$ cat config.mk
export PLATFORM = sky130hd
export DESIGN_NAME = hazard_scoreboard
export DESIGN_NICKNAME = d
export VERILOG_FILES = /design/src/rtl/hazard_pkg.sv /design/src/rtl/hazard_match.sv /design/src/rtl/hazard_scoreboard.sv
export SDC_FILE = /design/constraint.sdc
export NUM_CORES = 1
export LEC_CHECK = 0
export BUFFER_PORTS_ARGS = -buffer_cell sky130_fd_sc_hd__buf_2
export CAP_MARGIN = 20
export CORE_MARGIN = 2
export CORE_UTILIZATION = 50
export DETAILED_ROUTE_END_ITERATION = 7
export PLACE_DENSITY = 0.77
export REMOVE_ABC_BUFFERS = 1
export SLEW_MARGIN = 40
export SYNTH_ARGS = -nofsm -noshare
export SYNTH_HDL_FRONTEND = slang
export SYNTH_HIERARCHICAL = 1
export SYNTH_SLANG_ARGS = --single-unit
$ cat constraint.sdc
create_clock -name CLK -period 2 [get_ports CLK]
set_input_delay 0.4 -clock CLK [delete_from_list [all_inputs] [get_ports CLK]]
set_output_delay 0.4 -clock CLK [all_outputs]
set_load 0.02 [all_outputs]
$ cat src/rtl/hazard_pkg.sv
// -----------------------------------------------------------------------------
// hazard_pkg
// Shared types and default constants for the hazard scoreboard.
//   NREGS_DEF      : default architectural register count (r0 hardwired zero)
//   DEPTH_DEF      : default number of tracked stages after decode (1 = EX)
//   LOAD_STAGE_DEF : default first stage whose output carries load data
//   sb_entry_t     : one scoreboard entry {valid, dst, wen, load}
// No ports (package).
// -----------------------------------------------------------------------------
package hazard_pkg;

  localparam int NREGS_DEF      = 32;
  localparam int DEPTH_DEF      = 3;
  localparam int LOAD_STAGE_DEF = 2;

  // The dst field is sized for up to 256 registers so a single entry type
  // serves every NREGS setting; narrower register numbers are zero-extended.
  localparam int SB_DST_W       = 8;

  typedef struct packed {
    logic                valid;
    logic [SB_DST_W-1:0] dst;
    logic                wen;
    logic                load;
  } sb_entry_t;

endpackage

$ cat src/rtl/hazard_match.sv
// -----------------------------------------------------------------------------
// hazard_match
// Priority search of the scoreboard for one decode source operand.
// Finds the youngest in-flight writer of the source and reports where its
// result can be forwarded from, or requests a stall when that writer is a
// load whose data is not yet available.
// Ports:
//   i_ent   [1:DEPTH] : scoreboard entries, index k = pipeline stage k
//   i_src             : source register number
//   i_use             : source is actually read
//   o_fwd             : 0 = register file, k = stage-k result
//   o_stall           : youngest writer is a load still ahead of LOAD_STAGE
// -----------------------------------------------------------------------------
module hazard_match
  import hazard_pkg::*;
#(
  parameter int NREGS      = NREGS_DEF,
  parameter int DEPTH      = DEPTH_DEF,
  parameter int LOAD_STAGE = LOAD_STAGE_DEF
) (
  input  sb_entry_t                    i_ent [1:DEPTH],
  input  logic [$clog2(NREGS)-1:0]     i_src,
  input  logic                         i_use,
  output logic [$clog2(DEPTH+1)-1:0]   o_fwd,
  output logic                         o_stall
);

  localparam int FW = $clog2(DEPTH+1);

  logic [FW-1:0] w_k;
  logic          w_hit;
  logic          w_load;
  logic          w_early;

  always_comb begin
    w_hit   = 1'b0;
    w_k     = '0;
    w_load  = 1'b0;
    w_early = 1'b0;
    if (i_use && (i_src != '0)) begin
      // Scan oldest to youngest so the youngest matching writer wins.
      for (int k = DEPTH; k >= 1; k--) begin
        if (i_ent[k].valid && i_ent[k].wen &&
            (i_ent[k].dst == SB_DST_W'(i_src))) begin
          w_hit   = 1'b1;
          w_k     = FW'(k);
          w_load  = i_ent[k].load;
          w_early = (k < LOAD_STAGE);
        end
      end
    end
    o_stall = w_hit & w_load & w_early;
    // A source that must wait for load data does not forward anything.
    o_fwd   = (w_hit && !o_stall) ? w_k : '0;
  end

endmodule

$ cat src/rtl/hazard_scoreboard.sv
// -----------------------------------------------------------------------------
// hazard_scoreboard
// Tracks the destination registers of the DEPTH instructions in flight after
// decode, selects forwarding sources for the two decode operands and raises a
// load-use stall when a load result is not available in time.
// Optional feature: define HAZARD_STATS_EN to add the stall_cycles counter.
// Ports:
//   CLK, nRST            : clock (rising edge), synchronous active-low reset
//   id_valid             : decode holds a valid instruction
//   id_rs, id_rt         : decode source registers
//   id_use_rs, id_use_rt : matching source is actually read
//   id_dst               : decode destination register
//   id_wen, id_load      : instruction writes a register / is a load
//   freeze               : whole-pipeline hold
//   flush                : discard the decode instruction
//   fwd_a, fwd_b         : forwarding select (0 = register file, k = stage k)
//   stall                : hold fetch/decode and insert a bubble
//   stall_cycles         : (HAZARD_STATS_EN only) saturating stall counter
// -----------------------------------------------------------------------------
module hazard_scoreboard
  import hazard_pkg::*;
#(
  parameter int NREGS      = NREGS_DEF,
  parameter int DEPTH      = DEPTH_DEF,
  parameter int LOAD_STAGE = LOAD_STAGE_DEF
) (
  input  logic                         CLK,
  input  logic                         nRST,
  input  logic                         id_valid,
  input  logic [$clog2(NREGS)-1:0]     id_rs,
  input  logic [$clog2(NREGS)-1:0]     id_rt,
  input  logic                         id_use_rs,
  input  logic                         id_use_rt,
  input  logic [$clog2(NREGS)-1:0]     id_dst,
  input  logic                         id_wen,
  input  logic                         id_load,
  input  logic                         freeze,
  input  logic                         flush,
  output logic [$clog2(DEPTH+1)-1:0]   fwd_a,
  output logic [$clog2(DEPTH+1)-1:0]   fwd_b,
  output logic                         stall
`ifdef HAZARD_STATS_EN
  ,
  output logic [15:0]                  stall_cycles
`endif
);

  localparam int FW = $clog2(DEPTH+1);

  sb_entry_t     r_ent [1:DEPTH];
  logic [FW-1:0] w_fwd_a;
  logic [FW-1:0] w_fwd_b;
  logic          w_stall_a;
  logic          w_stall_b;
  logic          w_stall;
  logic          w_issue;

  hazard_match #(
    .NREGS      (NREGS),
    .DEPTH      (DEPTH),
    .LOAD_STAGE (LOAD_STAGE)
  ) u_match_rs (
    .i_ent   (r_ent),
    .i_src   (id_rs),
    .i_use   (id_use_rs),
    .o_fwd   (w_fwd_a),
    .o_stall (w_stall_a)
  );

  hazard_match #(
    .NREGS      (NREGS),
    .DEPTH      (DEPTH),
    .LOAD_STAGE (LOAD_STAGE)
  ) u_match_rt (
    .i_ent   (r_ent),
    .i_src   (id_rt),
    .i_use   (id_use_rt),
    .o_fwd   (w_fwd_b),
    .o_stall (w_stall_b)
  );

  // Outputs are gated by nRST so they read quiet while reset is held, even
  // before the first reset edge has cleared the entries.
  assign w_stall = nRST & ~flush & (w_stall_a | w_stall_b);
  assign stall   = w_stall;
  assign fwd_a   = nRST ? w_fwd_a : '0;
  assign fwd_b   = nRST ? w_fwd_b : '0;
  assign w_issue = id_valid & ~w_stall & ~flush;

  // Stage boundary: decode -> stage 1 -> ... -> stage DEPTH (retire).
  always_ff @(posedge CLK) begin
    if (!nRST) begin
      for (int k = 1; k <= DEPTH; k++) begin
        r_ent[k].valid <= 1'b0;
      end
    end else if (!freeze) begin
      for (int k = DEPTH; k >= 2; k--) begin
        r_ent[k] <= r_ent[k-1];
      end
      // A stalled or flushed decode enters stage 1 as a bubble (valid=0).
      r_ent[1] <= '{valid: w_issue,
                    dst:   SB_DST_W'(id_dst),
                    wen:   id_wen,
                    load:  id_load};
    end
  end

`ifdef HAZARD_STATS_EN
  function automatic logic [15:0] sat_inc16(input logic [15:0] v);
    return (v == 16'hFFFF) ? v : v + 16'd1;
  endfunction

  logic [15:0] r_stall_cycles;

  // Only stall cycles that actually cost a bubble are counted.
  always_ff @(posedge CLK) begin
    if (!nRST) begin
      r_stall_cycles <= '0;
    end else if (w_stall && !freeze) begin
      r_stall_cycles <= sat_inc16(r_stall_cycles);
    end
  end

  assign stall_cycles = r_stall_cycles;
`endif

endmodule

Word-level counts from Yosys, hierarchy flattened
Cells that the tools add are included.
{"block": "totals", "register_bits": 24, "latchBits": 0, "ram_bits": 0, "romBits": 0, "out_inout_bits": 5, "elab_cells": 80, "n_memories": 0}
{"block": "op_classes", "addsub": 0, "multipliers": 0, "div_mod_pow": 0, "magnitude_cmp": 0, "n_eq_ne": 6, "n_shift": 0, "mux": 32, "bitwise_logic": 12, "reduce_logical": 18}
{"cell": "equality test 5 bit", "n": 6}
{"cell": "2-to-1 mux 2 bit", "n": 12}
{"cell": "2-to-1 mux 1 bit", "n": 20}
{"cell": "logical AND 1 bit", "n": 13}
{"cell": "nonzero test 5 bit", "n": 2}
{"cell": "bitwise AND 1 bit", "n": 8}
{"cell": "NOT 1 bit", "n": 3}
{"cell": "logical NOT 1 bit", "n": 2}
{"cell": "AND reduction 2 bit", "n": 1}
{"cell": "OR 1 bit", "n": 1}

Depth between registers and ports, before layout
{"block": "logic_depth", "ltp_word": 13, "ltp_mapped": 6, "mapped_depth_nobuf": 6}

Hierarchy
Netlist, hierarchy kept.
{"mod": "hazard_scoreboard", "instances": 1, "cells_per_inst": 38, "area_per_inst_um2": 794.5, "seq_area_each_um2": 690.7}
{"mod": "hazard_match", "instances": 2, "cells_per_inst": 35, "area_per_inst_um2": 274.0, "seq_area_each_um2": 0.0}

Least setup slack after synthesis
Ideal clock, no wire load.
{"block": "synth_path", "kind": "register to output", "startpoint": "register r_ent[32] in the netlist's numbering", "endpoint": "output port stall", "arrival_ns": 1.887, "required_time_ns": 1.600, "path_slack_ns": -0.287, "stages_incl_launch_ff": 7, "cell_sequence": "dfxtp_1 nand2_1 or4_4 nor4_4 and3_1 nor2_1 nor3b_1"}
{"block": "synth_between", "elab_chain_len": 8}
{"element": "from (decl)", "line_no": "hazard_scoreboard.sv:50", "text": "sb_entry_t r_ent [1:DEPTH];"}
{"element": "from (signal, indexed assignment)", "line_no": "hazard_scoreboard.sv:98", "text": "r_ent[k] <= r_ent[k-1];"}
{"element": "logical AND 1 bit * (2 in series)", "line_no": "hazard_match.sv:43", "text": "if (i_ent[k].valid && i_ent[k].wen &&"}
{"element": "2-to-1 mux 1 bit", "line_no": "hazard_match.sv:43"}
{"element": "2-to-1 mux 1 bit", "line_no": "hazard_match.sv:40", "text": "if (i_use && (i_src != '0)) begin"}
{"element": "bitwise AND 1 bit", "line_no": "hazard_match.sv:52", "text": "o_stall = w_hit & w_load & w_early;"}
{"element": "bitwise AND 1 bit *", "line_no": "hazard_match.sv:52"}
{"element": "named net w_stall_b", "line_no": "hazard_scoreboard.sv:54", "text": "logic w_stall_b;"}
{"element": "OR 1 bit *", "line_no": "hazard_scoreboard.sv:84", "text": "assign w_stall = nRST & ~flush & (w_stall_a | w_stall_b);"}
{"element": "bitwise AND 1 bit *", "line_no": "hazard_scoreboard.sv:84"}
{"element": "to (decl)", "line_no": "hazard_scoreboard.sv:41", "text": "output logic stall"}
The timed path passes the listed nets; every way through them passes the cells marked *.

Worst setup path in the final report
{"block": "layout_path", "startpoint": "register r_ent[4] in the netlist's numbering", "endpoint": "output port fwd_a[0]"}
{"block": "layout_between", "elab_chain_len": 12}
{"element": "equality test 5 bit *", "line_no": "hazard_match.sv:44", "text": "(i_ent[k].dst == SB_DST_W'(i_src))) begin"}
{"element": "logical AND 1 bit *", "line_no": "hazard_match.sv:43"}
{"element": "2-to-1 mux 1 bit (3 in series)", "line_no": "hazard_match.sv:43"}
{"element": "2-to-1 mux 1 bit", "line_no": "hazard_match.sv:40"}
{"element": "bitwise AND 1 bit (2 in series)", "line_no": "hazard_match.sv:52"}
{"element": "logical NOT 1 bit", "line_no": "hazard_match.sv:54", "text": "o_fwd = (w_hit && !o_stall) ? w_k : '0;"}
{"element": "logical AND 1 bit", "line_no": "hazard_match.sv:54"}
{"element": "2-to-1 mux 2 bit *", "line_no": "hazard_match.sv:54"}
{"element": "named net w_fwd_a[0]", "line_no": "hazard_scoreboard.sv:51", "text": "logic [FW-1:0] w_fwd_a;"}
{"element": "2-to-1 mux 2 bit *", "line_no": "hazard_scoreboard.sv:86", "text": "assign fwd_a = nRST ? w_fwd_a : '0;"}
{"element": "to (decl)", "line_no": "hazard_scoreboard.sv:39", "text": "output logic [$clog2(DEPTH+1)-1:0] fwd_a,"}
Marked as above.

==> metrics.md <==
| Metric | Value |
|---|---|
| Largest net degree at the start of global routing | `20` |
| Final worst slack | `-511 ps` |
| Routability cong. | `a little over 0.8` |
| Largest regs | `r_ent: 22 flops` |
| Worst Setup Start Kind | `flip-flop` |
| Detailed Route WL | `just over 3000 µm` |
| Non-filler cells, final | `around 200` |
| Data required, critical path | `1600 ps` |
| Mean Syn Cell Area | `12.1 µm²` |
| CP Cell Sequence | `buf_6, xor2_2, nor4_2, nand2_1, or3b_1, a21oi_2, and2_4, buf_6` |
| Dpl ws | `-325 ps` |
| RSZ-0062 raised after global routing | `true` |
| Worst-path maximum fanout | `2` |
| Grt ovf | `0` |
| Clk root buf | `clkbuf_4` |
| Die Height | `approximately 55 µm` |
| Slew Limit Fails | `0` |
| Combinational Power Share | `approximately 17%` |
| H-tree depth | `1` |
| Filler Cells Inserted | `between 150 and 200` |
| N_diodes | `0` |
| Most Crowded Layer GR | `met2` |
| Final setup violation count | `5` |
| I/O pin cnt | `29` |
| Synth Warn # | `6` |
| Worst Skew | `roughly 3.7 ps` |
| Area of the multi-input gates | `781 µm²` |
| Most frequent CP cell | `buf_6` |
| Cells after DPL | `around 190` |
| Hold bufs inserted after CTS | `0` |
| Die ar. | `approximately 3000 µm²` |
| Initial antenna violation count | `0` |
| Clock tree from TritonCTS | `yes` |
| Post-DR vias/cell | `between 5 and 6` |
| Via count | `roughly 1000` |
| Maximum VDD drop | `~0.67 mV` |
| First-pass GRT wire length | `around 4400 µm` |
| GR Layer Usage met3 | `approximately 1.9%` |
| GRT Total Usage | `22.0%` |
| Area growth from synthesis to layout | `39.8%` |
| HP Class | `input port to flip-flop` |
| Total chip power | `0.901 mW` |
| Met2 usage in global routing | `approximately two fifths` |
| Sequential fraction of design power | `between 50% and 60%` |
| Int Pwr | `about 0.67 mW` |
| MaxCap Viol Count | `0` |
| Crit path max-delay cell type | `edfxtp_1` |
| Clock share of power | `around a quarter` |
| Switching power | `roughly 0.23 mW` |
| Pleak | `between 0.7 and 0.8 nW` |
| Antenna Nets Post-Route | `0` |
| CP Class | `flip-flop to primary output` |
| Post-route minimum period | `about 2500 ps` |
| Reg with most FFs | `r_ent` |
| Share of cells above drive strength 1 | `between 40% and 50%` |
| Max Clk Rate | `about 0.40 GHz` |
| Number of buffers created by CTS | `3` |
| Vias in the first global route | `1051` |
| Final Util | `73.0%` |
| Clock slew at reported path FFs | `between 100 and 150 ps` |
| Sw frac | `~26%` |
| Failing checks | `negative setup slack` |
| Initial Util | `52.2%` |
| Crit. End Element | `primary output` |
| Post-synthesis cell area | `1280 µm²` |
| Residual DRC count | `0` |
| Register area | `around 630 µm²` |
| Met1 Track Usage GR | `about a quarter` |
| Row count | `18` |
| Drt first pass iters | `4` |
| Final worst path period share | `126%` |
| Initial DRC count | `20` |
| Outcome | `finished with violations` |
| Num Clock Sinks | `22` |
| Synthesized instance count | `106` |
| Buffers on Ports | `28` |
| Max reg flops | `22` |
| Drt wl/cell | `approximately 15 µm` |
| Worst reg2reg path depth | `7` |
| Hold Violations, Final | `0` |
| Pwr per Cell Area | `502 nW/µm²` |
| Fin nets | `between 150 and 200` |
| Worst path max stage delay | `approximately 450 ps` |
| Die width | `54.6 µm` |
| Data arrival, critical path | `2110 ps` |
| Hold path cells | `1` |
| CTS Buffer Depth | `2` |
| Post-DP HPWL | `approximately 2100 µm` |
| Core area | `2450 µm²` |
| Clock latency on the worst-skew pair | `about 310 ps` |
power by group through the flow:
| stage | clock [mW] | sequential (mW) | combinational [mW] |
|---|---|---|---|
| 2_1_floorplan | 0 | 0.544 | 0.0711 |
| 3_3_place_gp | 0 | 0.546 | 0.131 |
| 3_5_place_dp | 0 | 0.547 | 0.135 |
| 4_1_cts | 0.212 | 0.537 | 0.146 |
| 5_1_grt | 0.223 | 0.541 | 0.163 |
| 6_report | 0.211 | 0.538 | 0.152 |
metal layers:
layer / vias to the layer above / share of wire (%)
met3: 7 / 3.3
met1: 488 / 43
li1: 509 / -
met2: 25 / 51
met5: - / 0
met4: 0 / 2.5
cells in the final DEF (no fill, tap or decap), drive strengths merged:
cell type	count
buf	46
xnor2	10
edfxtp	19
nand4	2
nor2	1
a32o	1
nand2b	2
conb	18
nor4bb	1
dfxtp	3
a21oi	2
mux2i	2
o21ai	2
a211oi	2
nand3b	2
nand3	2
clkbuf	4
or4	4
nand2	6
nor2b	3
or3b	2
nor4	8
xor2	20
inv	2
nor3	2
and3	2
and2	4
nor3b	1
layout make-up:
cell class / count / share of cell area, %
Inverter: 2 / 0.419
Sequential cell: 22 / 35.2
Timing Repair Buffer: 46 / 17.3
Clock buffer: 4 / 1.47
Multi-Input combinational cell: 99 / 43.5
Tap cell: 30 / 2.09
worst max-delay path: cells and delay by family, from the launching register on:
| kind | cells | cell delay (ps) |
|---|---|---|
| simple gates | 4 | 830 |
| flops | 1 | 450 |
| buf+inv | 2 | 250 |
| xor+xnor | 1 | 140 |
| compound gates | 1 | 130 |
stage by stage:
| stage | setup TNS (ps) | area (µm²) | hold WS (ps) |
|---|---|---|---|
| floorplan | -287 | 1350 | 450 |
| global placement | -1070 | 1610 | 459 |
| detailed placement | -1240 | 1610 | 464 |
| CTS | -2230 | 1740 | 250 |
| global route | -2790 | 1790 | 245 |
| finish | -2370 | 1790 | 250 |
worst paths after layout:
path	start	to	slack [ps]
hold reg to reg	r_ent[23]	r_ent[12]	490
setup reg to reg	r_ent[25]	r_ent[32]	160
setup / recovery	r_ent[4]	fwd_a[0]	-510
hold / removal	id_load	r_ent[22]	250
what timing repair did:
item / 4_1_cts / 5_1_grt
buffers inserted: 5 / 2
cloned: 0 / 0
setup endpoints to repair: 5 / 5
endpoints found under the hold margin: 0 / 0
pin swaps: 13 / 2
resized for setup: 19 / 8
(Power assumes the default switching activity.)
